[src/rtl/morse_pkg.sv]
// Shared timing default, FSM state types and the A-Z Morse code table
// used by both halves of the Morse codec.
package morse_pkg;

  localparam int         UNIT_DEFAULT = 16;
  localparam logic [4:0] LAST_LETTER  = 5'd25;
  localparam logic [4:0] LETTER_MISS  = 5'd31;

  typedef enum logic [1:0] {
    TX_IDLE,
    TX_MARK,
    TX_SPACE,
    TX_LGAP
  } tx_state_e;

  typedef enum logic [1:0] {
    RX_IDLE,
    RX_ON,
    RX_OFF
  } rx_state_e;

  typedef struct packed {
    logic [2:0] len;
    logic [3:0] pattern;
  } morse_code_t;

  // Pattern is right-aligned in its len-bit field; the first element sent
  // is the field's MSB, and a 1 bit means dash.
  function automatic morse_code_t codeOf(input logic [4:0] idx);
    morse_code_t c;
    case (idx)
      5'd0:    c = '{3'd2, 4'b0001};
      5'd1:    c = '{3'd4, 4'b1000};
      5'd2:    c = '{3'd4, 4'b1010};
      5'd3:    c = '{3'd3, 4'b0100};
      5'd4:    c = '{3'd1, 4'b0000};
      5'd5:    c = '{3'd4, 4'b0010};
      5'd6:    c = '{3'd3, 4'b0110};
      5'd7:    c = '{3'd4, 4'b0000};
      5'd8:    c = '{3'd2, 4'b0000};
      5'd9:    c = '{3'd4, 4'b0111};
      5'd10:   c = '{3'd3, 4'b0101};
      5'd11:   c = '{3'd4, 4'b0100};
      5'd12:   c = '{3'd2, 4'b0011};
      5'd13:   c = '{3'd2, 4'b0010};
      5'd14:   c = '{3'd3, 4'b0111};
      5'd15:   c = '{3'd4, 4'b0110};
      5'd16:   c = '{3'd4, 4'b1101};
      5'd17:   c = '{3'd3, 4'b0010};
      5'd18:   c = '{3'd3, 4'b0000};
      5'd19:   c = '{3'd1, 4'b0001};
      5'd20:   c = '{3'd3, 4'b0001};
      5'd21:   c = '{3'd4, 4'b0001};
      5'd22:   c = '{3'd3, 4'b0011};
      5'd23:   c = '{3'd4, 4'b1001};
      5'd24:   c = '{3'd4, 4'b1011};
      5'd25:   c = '{3'd4, 4'b1100};
      default: c = '{3'd0, 4'b0000};
    endcase
    return c;
  endfunction

  function automatic logic [4:0] indexOf(input logic [2:0] len, input logic [3:0] pattern);
    logic [4:0]  idx;
    morse_code_t c;
    idx = LETTER_MISS;
    for (int i = 0; i <= 25; i++) begin
      c = codeOf(5'(i));
      if (c.len == len && c.pattern == pattern) idx = 5'(i);
    end
    return idx;
  endfunction

endpackage

[src/rtl/morse_rx_fsm.sv]
// Morse receiver: times key-down and key-up periods, classifies dots and
// dashes, and decodes each finished letter into an index or an error.
module morse_rx_fsm
  import morse_pkg::*;
#(
  parameter int UNIT = UNIT_DEFAULT
) (
  input  logic       clk,
  input  logic       rst_n,
  input  logic       key_i,
  output logic [4:0] letter_o,
  output logic       error_o,
  output logic       valid_o
);

  localparam int            CW       = $clog2(2 * UNIT) + 1;
  localparam logic [CW-1:0] DASH_MIN = CW'(2 * UNIT);
  localparam logic [CW-1:0] GAP_LAST = CW'(2 * UNIT - 1);
  localparam logic [CW-1:0] CNT_MAX  = '1;

  rx_state_e     state_q, state_d;
  logic [CW-1:0] count_q, count_d;
  logic [CW-1:0] countInc;
  logic [3:0]    pattern_q, pattern_d;
  logic [2:0]    elems_q, elems_d;
  logic [4:0]    letter_q, letter_d;
  logic          error_q, error_d;
  logic          valid_q, valid_d;
  logic [4:0]    lookup;

  assign countInc = (count_q == CNT_MAX) ? count_q : count_q + 1'b1;
  assign lookup   = indexOf(elems_q, pattern_q);

  // The element counter saturates at 7 so runs of more than four elements
  // stay recognisable as errors however long they get.
  always_comb begin
    state_d   = state_q;
    count_d   = count_q;
    pattern_d = pattern_q;
    elems_d   = elems_q;
    letter_d  = letter_q;
    error_d   = error_q;
    valid_d   = 1'b0;
    case (state_q)
      RX_IDLE: begin
        if (key_i) begin
          state_d = RX_ON;
          count_d = CW'(1);
        end
      end
      RX_ON: begin
        if (key_i) begin
          count_d = countInc;
        end else begin
          pattern_d = {pattern_q[2:0], count_q >= DASH_MIN};
          elems_d   = (elems_q == 3'd7) ? elems_q : elems_q + 3'd1;
          count_d   = CW'(1);
          state_d   = RX_OFF;
        end
      end
      RX_OFF: begin
        if (key_i) begin
          state_d = RX_ON;
          count_d = CW'(1);
        end else if (count_q >= GAP_LAST) begin
          valid_d   = 1'b1;
          state_d   = RX_IDLE;
          count_d   = '0;
          pattern_d = '0;
          elems_d   = '0;
          if (elems_q > 3'd4 || lookup == LETTER_MISS) begin
            letter_d = LETTER_MISS;
            error_d  = 1'b1;
          end else begin
            letter_d = lookup;
            error_d  = 1'b0;
          end
        end else begin
          count_d = countInc;
        end
      end
      default: begin
        state_d = RX_IDLE;
        count_d = '0;
      end
    endcase
  end

  always_ff @(posedge clk or negedge rst_n) begin
    if (!rst_n) begin
      state_q   <= RX_IDLE;
      count_q   <= '0;
      pattern_q <= '0;
      elems_q   <= '0;
      letter_q  <= '0;
      error_q   <= 1'b0;
      valid_q   <= 1'b0;
    end else begin
      state_q   <= state_d;
      count_q   <= count_d;
      pattern_q <= pattern_d;
      elems_q   <= elems_d;
      letter_q  <= letter_d;
      error_q   <= error_d;
      valid_q   <= valid_d;
    end
  end

  assign letter_o = letter_q;
  assign error_o  = error_q;
  assign valid_o  = valid_q;

endmodule

[src/rtl/morse_tx_fsm.sv]
// Morse transmitter: turns an accepted letter index into timed key-on/key-off
// marks, spaces and a closing letter gap.
module morse_tx_fsm
  import morse_pkg::*;
#(
  parameter int UNIT = UNIT_DEFAULT
) (
  input  logic       clk,
  input  logic       rst_n,
  input  logic       send_i,
  input  logic [4:0] letter_i,
  output logic       key_o,
  output logic       busy_o
);

  localparam int            CW        = $clog2(3 * UNIT);
  localparam logic [CW-1:0] DOT_LAST  = CW'(UNIT - 1);
  localparam logic [CW-1:0] DASH_LAST = CW'(3 * UNIT - 1);

  tx_state_e     state_q, state_d;
  logic [CW-1:0] count_q, count_d;
  logic [3:0]    pattern_q, pattern_d;
  logic [2:0]    remain_q, remain_d;
  logic          sendPrev_q;
  logic          key_q;
  logic          busy_q;
  logic          sendRise;
  morse_code_t   code;

  // The pattern is stored MSB-aligned so the current element is always bit 3.
  always_comb begin
    sendRise  = send_i & ~sendPrev_q;
    code      = codeOf(letter_i);
    state_d   = state_q;
    count_d   = count_q + 1'b1;
    pattern_d = pattern_q;
    remain_d  = remain_q;
    case (state_q)
      TX_IDLE: begin
        count_d = '0;
        if (sendRise && letter_i <= LAST_LETTER) begin
          state_d   = TX_MARK;
          pattern_d = code.pattern << (3'd4 - code.len);
          remain_d  = code.len;
        end
      end
      TX_MARK: begin
        if (count_q == (pattern_q[3] ? DASH_LAST : DOT_LAST)) begin
          count_d   = '0;
          pattern_d = {pattern_q[2:0], 1'b0};
          remain_d  = remain_q - 3'd1;
          state_d   = (remain_q == 3'd1) ? TX_LGAP : TX_SPACE;
        end
      end
      TX_SPACE: begin
        if (count_q == DOT_LAST) begin
          count_d = '0;
          state_d = TX_MARK;
        end
      end
      TX_LGAP: begin
        if (count_q == DASH_LAST) begin
          count_d = '0;
          state_d = TX_IDLE;
        end
      end
      default: begin
        count_d = '0;
        state_d = TX_IDLE;
      end
    endcase
  end

  always_ff @(posedge clk or negedge rst_n) begin
    if (!rst_n) begin
      state_q    <= TX_IDLE;
      count_q    <= '0;
      pattern_q  <= '0;
      remain_q   <= '0;
      sendPrev_q <= 1'b0;
      key_q      <= 1'b0;
      busy_q     <= 1'b0;
    end else begin
      state_q    <= state_d;
      count_q    <= count_d;
      pattern_q  <= pattern_d;
      remain_q   <= remain_d;
      sendPrev_q <= send_i;
      key_q      <= (state_q == TX_MARK);
      busy_q     <= (state_q != TX_IDLE);
    end
  end

  assign key_o  = key_q;
  assign busy_o = busy_q;

endmodule

[src/rtl/morse_codec.sv]
// TinyTapeout Morse codec top: synchronises the send and key inputs and maps
// the independent transmitter and receiver onto the user-project pins.
module morse_codec
  import morse_pkg::*;
#(
  parameter int UNIT_CYCLES = UNIT_DEFAULT
) (
  input  logic       clk,
  input  logic       rst_n,
  input  logic       ena,
  input  logic [7:0] ui_in,
  output logic [7:0] uo_out,
  input  logic [7:0] uio_in,
  output logic [7:0] uio_out,
  output logic [7:0] uio_oe
);

  logic       sendMeta_q, sendSync_q;
  logic       keyMeta_q, keySync_q;
  logic       txKey, txBusy;
  logic [4:0] rxLetter;
  logic       rxError, rxValid;
  logic       unusedInputs;

  // Both asynchronous pin inputs get a two-flop synchroniser before use.
  always_ff @(posedge clk or negedge rst_n) begin
    if (!rst_n) begin
      sendMeta_q <= 1'b0;
      sendSync_q <= 1'b0;
      keyMeta_q  <= 1'b0;
      keySync_q  <= 1'b0;
    end else begin
      sendMeta_q <= ui_in[5];
      sendSync_q <= sendMeta_q;
      keyMeta_q  <= ui_in[6];
      keySync_q  <= keyMeta_q;
    end
  end

  morse_tx_fsm #(
    .UNIT(UNIT_CYCLES)
  ) u_tx (
    .clk     (clk),
    .rst_n   (rst_n),
    .send_i  (sendSync_q),
    .letter_i(ui_in[4:0]),
    .key_o   (txKey),
    .busy_o  (txBusy)
  );

  morse_rx_fsm #(
    .UNIT(UNIT_CYCLES)
  ) u_rx (
    .clk     (clk),
    .rst_n   (rst_n),
    .key_i   (keySync_q),
    .letter_o(rxLetter),
    .error_o (rxError),
    .valid_o (rxValid)
  );

  assign uo_out       = {rxValid, rxLetter, txBusy, txKey};
  assign uio_out      = {7'b0, rxError};
  assign uio_oe       = 8'h01;
  assign unusedInputs = &{1'b0, ena, ui_in[7], uio_in};

endmodule

[config.mk]
export PLATFORM = sky130hd
export DESIGN_NAME = morse_codec
export DESIGN_NICKNAME = d
export VERILOG_FILES = /design/src/rtl/morse_pkg.sv /design/src/rtl/morse_rx_fsm.sv /design/src/rtl/morse_tx_fsm.sv /design/src/rtl/morse_codec.sv
export SDC_FILE = /design/constraint.sdc
export NUM_CORES = 1
export LEC_CHECK = 0
export CAP_MARGIN = 25
export CORE_UTILIZATION = 30
export DETAILED_ROUTE_END_ITERATION = 12
export PLACE_DENSITY = 0.45
export SYNTH_ARGS = -nofsm -noshare
export SYNTH_HDL_FRONTEND = slang
export SYNTH_SLANG_ARGS = --single-unit
[constraint.sdc]
create_clock -name clk -period 3.02 [get_ports clk]
set_clock_uncertainty 0.2 [all_clocks]
set_input_delay 0.906 -clock clk [delete_from_list [all_inputs] [get_ports clk]]
set_output_delay 0.906 -clock clk [all_outputs]
set_load 0.01 [all_outputs]
# Word-level counts from Yosys, hierarchy flattened

Memories as Yosys holds them, arrays and structs flattened.
Index checks and enable logic that the tools add are counted.
Widths: inputs -> output; s select.

Input port bits: 19
Memories kept: 1
Flip-flop bits (word level): 44
Bits in read-only memories: 224
Logic and storage cells: 179
Output and inout port bits: 24

Memories:

| memory           | depth | bits a word | read ports | clocked after memory_dff | wr ports | line            | text |
|---|---|---|---|---|---|---|---|
| (name not given) | 32    | 7           | 1          | 0                        | 0        | morse_pkg.sv:31 | `case (idx)` |

Shifts and indexed selects: 1
Reductions and logical operators: 40
$lt $le $gt $ge: 4
Add/subtract/negate cells: 5
Muxes and demuxes: 68
Bitwise gates (word level): 3
Equal/unequal tests: 39

Operators with widths:

| cell                | number |
|---|---|
| $mux 5              | 27 |
| $mux 6              | 9 |
| $logic_and 1x1->1   | 27 |
| $eq 4x4->1 const A  | 6 |
| $pmux 6 s4          | 1 |
| $mux 4              | 5 |
| $mux 3              | 6 |
| $pmux 6 s3          | 1 |
| $eq 3x4->1 const A  | 4 |
| $mux 2              | 8 |
| $pmux 4 s2          | 2 |
| $add 6x1->6 const B | 2 |
| $eq 6x6->1 const B  | 2 |
| $pmux 3 s2          | 2 |
| $ne 2x1->1 const B  | 5 |
| $reduce_and 3->1    | 3 |
| $eq 2x4->1 const A  | 2 |
| $ne 2x2->1 const B  | 4 |
| $pmux 2 s4          | 1 |
| $reduce_and 4->1    | 2 |
| $eq 2x2->1 const B  | 3 |
| $eq 2x3->1 const A  | 2 |
| $eq 6x4->1 const B  | 1 |
| $eq 6x6->1          | 1 |
| 25 further kinds    | 34 |

# Longest topological paths before layout

Gate-level depths: netlist (run 1).

Word-level depth: 31
Depth in mapped cells: 11

# Cells and area by module

Synthesis (run 1) repeated with hierarchy kept, for this count alone.

Cells, all modules: 420
Area total of the unflattened synthesis: 3656.0 um2

By module, submodules not included:

| module       | cells each | area each (um2) | times used | seq. area each (um2) |
|---|---|---|---|---|
| morse_rx_fsm | 226        | 1853.0          | 1          | 550.5 |
| morse_tx_fsm | 169        | 1552.7          | 1          | 450.4 |
| morse_codec  | 25         | 250.2           | 1          | 100.1 |

# Worst setup path before layout (run 1)

OpenSTA, ideal clock, no wires.

Kind: input port to flip-flop
From: input port ui_in[0]
To: register u_tx.pattern_q[2]
Slack: -0.028 ns
Buffers on the path: 0
Stages: 11
Arrival time: 2.762 ns
Library setup time: 0.087 ns
Required time: 2.733 ns
Path through: inv_1 > ha_1 > nand2b_1 > a21oi_1 > o32ai_2 > inv_1 > ha_1 > inv_1 > nor3_1 > a21oi_1 > o211ai_1

Cells in the longest elaborated chain, start to end: 5
Elaborated cells on any way between the ends: 9
Those cells by class: add/sub (1); order compare (1); eq/ne (1); shift (1); mux (2); reduce/logical (2); memory (1)

Ends and longest elaborated chain:

| element                | line               | text |
|---|---|---|
| start: declaration     | morse_codec.sv:11  | `input logic [7:0] ui_in,` |
| $mem_v2 32x7           | --                 |  |
| $sub 3x3->3            | morse_tx_fsm.sv:43 | `pattern_d = code.pattern << (3'd4 - code.len);` |
| $shl 4x3->4            | morse_tx_fsm.sv:43 |  |
| $mux 4                 | morse_tx_fsm.sv:41 | `if (sendRise && letter_i <= LAST_LETTER) begin` |
| $pmux 4 s2             | morse_tx_fsm.sv:38 | `case (state_q)` |
| end signal: assignment | morse_tx_fsm.sv:86 | `pattern_q <= pattern_d;` |
| end: declaration       | morse_tx_fsm.sv:22 | `logic [3:0] pattern_q, pattern_d;` |

Parallel ways exist; a longest one is shown, timed or not. The select of a mux whose other input is x is not followed.
A chain may end at the register's enable or synchronous reset.

# Worst setup path in the final report (run 1)

From: input port ui_in[0]
To: register u_tx.pattern_q[0]

The elaborated chain is that of the path after synthesis.

==> results of run 1 <==
stage by stage:
stage	setup TNS, ns	worst slack (ns)	cell area [um^2]
after floorplan	0	0.02484	3318
after global placement	-2.043	-0.4294	3684
after detailed placement	-2.288	-0.4844	3684
after CTS	0	0.07191	3817
after global routing	0	0.003540	3817
final	0	0.09646	3817
area by class of cell:
class | count | area (um^2)
well taps | 136 | 170.2
multi-input cells | 279 | 1937
clock inverters | 1 | 30.03
clock buffers | 5 | 68.82
flip-flops and latches | 44 | 1101
inverters | 22 | 82.58
repair buffers | 52 | 427.9
fillers | 1078 | 6599
kinds of logic (layout without fill, tap and decap cells):
| kind of cell | Yosys count | after routing |
|---|---|---|
| DFF | 44 | 44 |
| buffers and inverters | 60 | 80 |
| AOI/OAI and AO/OA | 115 | 115 |
| other | 2 | 15 |
| and+or+nand+nor | 109 | 109 |
| muxes | 17 | 17 |
| xor gates and xnor gates | 7 | 7 |
| adders and majority gates | 16 | 16 |
power groups by stage:
| stage | registers [mW] | clock network (mW) | logic (mW) |
|---|---|---|---|
| after global placement | 0.876 | 0 | 0.846 |
| final | 0.866 | 0.437 | 0.856 |
| after floorplan | 0.811 | 0 | 0.706 |
| after global routing | 0.893 | 0.483 | 0.980 |
| after detailed placement | 0.874 | 0 | 0.852 |
| after CTS | 0.865 | 0.454 | 0.859 |
timing repair:
item,in CTS,in global routing
cloned,0,0
setup buffers,1,0
pin swaps,3,1
gates resized for setup,10,0
setup endpoints to repair,4,3
cell usage in the layout, fill, tap and decap left out, types with 4 or more instances in the layout:
master           Yosys  final
dfrtp_1             44     44
inv_1               21     18
o22a_1               6      6
nand2_1             20     20
a21oi_1             33     33
o22ai_1              5      5
clkdlybuf4s50_1      0     13
or2_2                5      5
clkbuf_8             0      5
mux2_2               5      5
ha_1                16     12
o21ai_0             18     18
conb_1               2     15
nor2_1              23     23
mux2i_1              8      8
nor3_1               5      5
a31oi_1              7      7
xnor2_1              5      5
and3_1               4      4
and2_1               4      4
o21a_1               6      6
buf_4               19     34
nand2b_1            13     13
nand3_1             13     13
how the worst min path moves through the flow:
stage                           end       from  slack [ns]
after floorplan           keySync_q  keyMeta_q        0.13
after global placement    keySync_q  keyMeta_q        0.14
after detailed placement  keySync_q  keyMeta_q        0.14
after CTS                 keySync_q  keyMeta_q        0.16
after global routing      keySync_q  keyMeta_q        0.17
final                     keySync_q  keyMeta_q        0.15
sequential cells by signal, indices dropped and copies added (netlist names):
signal and count:
u_tx.count_q 6, keyMeta_q 1, sendSync_q 1, u_rx.letter_o 5
u_rx.error_o 1, keySync_q 1, u_rx.state_q 2, u_tx.pattern_q 4
sendMeta_q 1, u_rx.valid_o 1, u_tx.key_o 1, u_tx.remain_q 3
u_tx.busy_o 1, u_rx.elems_q 3, u_tx.sendPrev_q 1, u_rx.count_q 6
u_tx.state_q 2, u_rx.pattern_q 4
routing by layer:
metal	global-route usage	part of all wire	wire length (um)	up-vias
met1	0.1744	0.48	3428	1312
met2	0.2305	0.48	3369	37
met4	0.04167	0.014	97	0
li1	-	-	-	1372
met3	0.02269	0.025	179	6
met5	0	0	0	-
==> reports/metrics.yaml, run 1 <==
run_status:
  outcome: "complete, no violations"
floorplan:
  core_mm2: 0.01042
  ios: 43
  rows: 37
  die_h_um: 106.2
  start_util: 0.3127
  die-area_mm2: 0.01128
  fp.dieW_um: 106.2
setup_path:
  rrSetupSlack_ns: 0.44
  crit_type: "in2reg"
  cp_top_family: "multiplexers"
  slowest_stage: "mux4_2"
  worstReg2RegEnd: "u_rx.letter_o[0]"
  crit_arrival_ns: 2.92
  crit_required_ns: 3.01
  r2r_cells: 6
  max_stage_delay_ns: 0.48
  cp-start-kind: "input pin"
  cp_cell_sequence: "dlygate4sd2_1 > buf_4 > ha_2 > mux2_2 > mux4_2 > xor2_1 > nor2_2 > nand2_2 > o41ai_2"
  crit_end: "u_tx.pattern_q[0]"
  end_kind: "flip-flop"
  cp.buffers_inverters: 2
  crit_cells: 9
  worst-path-max-fanout: 6
  startpoint: "ui_in[0]"
  r2r_start: "u_rx.count_q[0]"
power_and_ir_drop:
  vdd_drop_max_mv: 0.2894
  p_leak_nw: 1.598
  p_sw_frac: 0.3741
  finalPower_mw: 2.160
  p_switching_mw: 0.8078
  power_frac_seq: 0.401
  power.share.clock: 0.202
  comb_power_share: 0.397
  power_density_mw_per_mm2: 565.7
  power.internal_mw: 1.352
sta:
  slew_headroom: 0.6134
  worstMarginPinSlew_ns: 0.5799
  slew_viol_final: 0
  period_share: 0.9681
  whs_ns: 0.1518
  rsz0062_at_grt: "false"
  fin_crit_ns: 2.924
  finalHoldViolations: 0
  finalSetupViolCount: 0
  timing.fmax_mhz: 342.1
logic_synthesis:
  synth_area_mm2: 0.003257
  synth_compound_area_frac: 0.2416
  syn_inst: 370
  muxShareOfSynthArea: 0.06454
  synthArstFlopShare: 1.000
  synth_edf_count: 0
  ys_ff_latch: 44
  synth_top_family_by_area: "compound AO/OA/AOI/OAI gates"
  synthFlopType: "dfrtp_1"
  yosys.area.top_type: "dfrtp_1"
  yosys.area_share.simple: 0.1786
  syn_avg_cell_area_um2: 8.802
  ys_seq_area_frac: 0.3381
  synth_cell_types: 65
  synth_common_cells: "dfrtp_1 (44), a21oi_1 (33), nor2_1 (23), inv_1 (21), nand2_1 (20)"
  synthAdderAreaFrac: 0.06147
  synth.most_common_cell: "dfrtp_1"
  yosysWarningCount: 0
  yosys.area_share.xor_xnor: 0.01882
  synth_area_leaders: "dfrtp_1 (34%), ha_1 (6.1%), a21oi_1 (5.1%), buf_4 (4.4%), o21ai_0 (2.8%)"
  synth_top_area_share: 0.3381
cts:
  ctsHoldBuffers: 0
  clk_path_buf_depth: 2
  numCtsBuffers: 5
  h-tree-depth: 2
  cts_sinks: 44
  root_buffer: "clkbuf_8"
  clkTransAtPathRegs_ns: 0.08
  worst_skew_pair.late_latency_ns: 0.29
  cts_tree: "done"
hold_path:
  worstHoldPathType: "reg2reg"
  hold_depth: 0
global_route:
  track_usage: 0.1355
  overflow: 0
  antenna_found_initial: 0
  grt_max_degree: 45
  grt_pass1_vias: 2652
  grt_pass1_wl_um: 12500
routing:
  dr.pass1.iters: 4
  routed_wl_um: 7075
  num_vias: 2727
  first_iter_violations: 71
  avgViaCountPerCell: 5.059
  post_drt_wl_per_cell_um: 13.13
  drc: 0
  drtAntennaViolNets: 0
cells_and_area:
  antennaDiodeCount: 0
  fin_cells: 539
  final_util: 0.3665
  drive_gt1_frac: 0.1861
  synthToLayoutAreaGrowth_pct: 17.21
  layout.nets: 439
place:
  dp_hpwl_um: 5087
  io_buffers: 17
  gp_congestion: 0.7900
  place_inst: 532
run:
  cap_violations: 0
Note: power is estimated with default switching activity, not from simulation.
==> inputs of run 2 (changes only) <==
--- a/config.mk
+++ b/config.mk
@@ -5,7 +5,6 @@
 export SDC_FILE = /design/constraint.sdc
 export NUM_CORES = 1
 export LEC_CHECK = 0
-export CAP_MARGIN = 25
 export CORE_UTILIZATION = 30
 export DETAILED_ROUTE_END_ITERATION = 12
 export PLACE_DENSITY = 0.45
==> results of run 2 <==
Final layout, timing and power as in run 1 (identical DEF).
==> inputs of run 3 (changes only) <==
--- a/config.mk
+++ b/config.mk
@@ -8,6 +8,7 @@
 export CORE_UTILIZATION = 30
 export DETAILED_ROUTE_END_ITERATION = 12
 export PLACE_DENSITY = 0.45
+export SETUP_SLACK_MARGIN = 0.4
 export SYNTH_ARGS = -nofsm -noshare
 export SYNTH_HDL_FRONTEND = slang
 export SYNTH_SLANG_ARGS = --single-unit
==> run 3 against run 2 <==
Effect of this change: combinational power up 6.1%; clock power down 9.8%; sequential share of layout area down 1.4 points; non-clock buffer count up 11; sequential power about the same; register-to-register slack better by 0.11 ns; global-route usage up 0.090 points; clock-buffer cell count up 2; critical path type unchanged; critical endpoint unchanged.
==> reports/metrics.yaml, run 3 (synthesis results as in run 1) <==
cts:
  cts_tree: "done"
  clk_path_buf_depth: 2
  ctsHoldBuffers: 0
  worst_skew_pair.late_latency_ns: 0.30
  root_buffer: "clkbuf_8"
  h-tree-depth: 2
  numCtsBuffers: 5
  clkTransAtPathRegs_ns: 0.08
  cts_sinks: 44
global_route:
  grt_pass1_wl_um: 12450
  grt_max_degree: 30
  grt_pass1_vias: 2534
  track_usage: 0.1364
  overflow: 0
  antenna_found_initial: 0
floorplan:
  die-area_mm2: 0.01128
  start_util: 0.3127
  fp.dieW_um: 106.2
  die_h_um: 106.2
  core_mm2: 0.01042
  rows: 37
  ios: 43
cells_and_area:
  final_util: 0.3851
  synthToLayoutAreaGrowth_pct: 23.17
  antennaDiodeCount: 0
  drive_gt1_frac: 0.2380
  layout.nets: 450
  layout_common_cells: "dfrtp_1 (44), buf_4 (44), a21oi_1 (30), nor2_1 (23), nand2_1 (20)"
routing:
  drtAntennaViolNets: 0
  avgViaCountPerCell: 4.986
  num_vias: 2752
  post_drt_wl_per_cell_um: 13.22
  drc: 0
  routed_wl_um: 7299
  first_iter_violations: 99
  dr.pass1.iters: 4
sta:
  slew_headroom: 0.6068
  fin_crit_ns: 2.726
  worstMarginPinSlew_ns: 0.5885
  timing.fmax_mhz: 366.9
  slew_viol_final: 0
  period_share: 0.9025
  whs_ns: 0.1545
  finalSetupViolCount: 0
  rsz0062_at_grt: "true"
  finalHoldViolations: 0
  setup_tns_ns: 0
place:
  io_buffers: 17
  gp_congestion: 0.7969
  dp_hpwl_um: 5276
setup_path:
  crit_required_ns: 3.02
  crit_type: "in2reg"
  r2r_start: "u_rx.elems_q[0]"
  worst-path-max-fanout: 4
  end_kind: "flip-flop"
  crit_arrival_ns: 2.72
  slowest_stage: "mux4_2"
  r2r_cells: 8
  worstReg2RegEnd: "u_rx.letter_o[2]"
  cp_cell_sequence: "buf_6 > buf_8 > inv_12 > ha_4 > mux2_4 > mux4_2 > xor2_2 > nor2_2 > nand2_2 > o41ai_2"
  cp-start-kind: "input pin"
  rrSetupSlack_ns: 0.55
  max_stage_delay_ns: 0.51
power_and_ir_drop:
  p_leak_nw: 1.684
  power_density_mw_per_mm2: 540.3
  vdd_drop_max_mv: 0.1989
hold_path:
  min_from: "sendMeta_q"
  hold_depth: 0
  worstHoldPathType: "reg2reg"
  hold_end: "sendSync_q"
run:
  cap_violations: 0
run_status:
  outcome: "complete, no violations"
## run 3: cell count changes in the layout (fill, tap and decap cells not counted), moves of 2 or more
cell,delta
buf_4,+10
a21oi_1,-3
a21oi_2,+2
clkdlybuf4s50_1,-2
dlygate4sd2_1,-2
## run 3: final cells by class
cell class | count | area [um^2]
clock buffers | 7 | 86.33
multi-input cells | 279 | 2014
flip-flops and latches | 44 | 1101
repair buffers | 63 | 529.3
clock inverters | 1 | 7.507
fillers | 1078 | 6405
well taps | 136 | 170.2
inverters | 22 | 102.6
## run 3: routing by layer
layer	up-vias	share of wire	track usage
met1	1290	0.51	0.1922
met4	0	0.019	0.05258
li1	1399	-	-
met2	52	0.44	0.2096
met5	-	0	0
met3	11	0.028	0.01901
## run 3: power by group
group	internal [mW]	switching, mW
Sequential	0.717	0.147
Combinational	0.433	0.476
Clock	0.186	0.208
## run 3: timing repair
action / CTS / global route
endpoints found under the setup margin: 8 / 11
endpoints found under the hold margin: 0 / 0
resized for setup: 19 / 9
setup buffers: 6 / 2
pin swaps: 9 / 12
## run 3: how the worst max path moves through the flow
| stage | from | to | depth (start not counted) |
|---|---|---|---|
| after floorplan | ui_in[1] | u_tx.pattern_q[0] | 11 |
| after global routing | ui_in[1] | u_tx.pattern_q[0] | 10 |
| after global placement | ui_in[0] | u_tx.pattern_q[1] | 11 |
| after CTS | ui_in[1] | u_tx.pattern_q[0] | 10 |
| final | ui_in[1] | u_tx.pattern_q[0] | 10 |
| after detailed placement | ui_in[0] | u_tx.pattern_q[1] | 11 |
## run 3: critical path: cells and delay by family
kind	cells	cell delay, ns
xor gates and xnor gates	1	0.19
muxes	2	0.77
adders and majority gates	1	0.19
and+or+nand+nor	2	0.20
buffers and inverters	3	0.26
AOI/OAI and AO/OA	1	0.20
## run 3: metrics by stage
step / std cells / instance area [um^2] / power, mW / setup WS (ns)
final: 552 / 4011 / 2.167 / 0.2944
after global routing: 552 / 4011 / 2.361 / 0.2224
after CTS: 550 / 3950 / 2.181 / 0.2211
after detailed placement: 536 / 3791 / 1.750 / -0.4535
after global placement: 536 / 3791 / 1.751 / -0.4570
after floorplan: 383 / 3383 / 1.528 / 0.2962
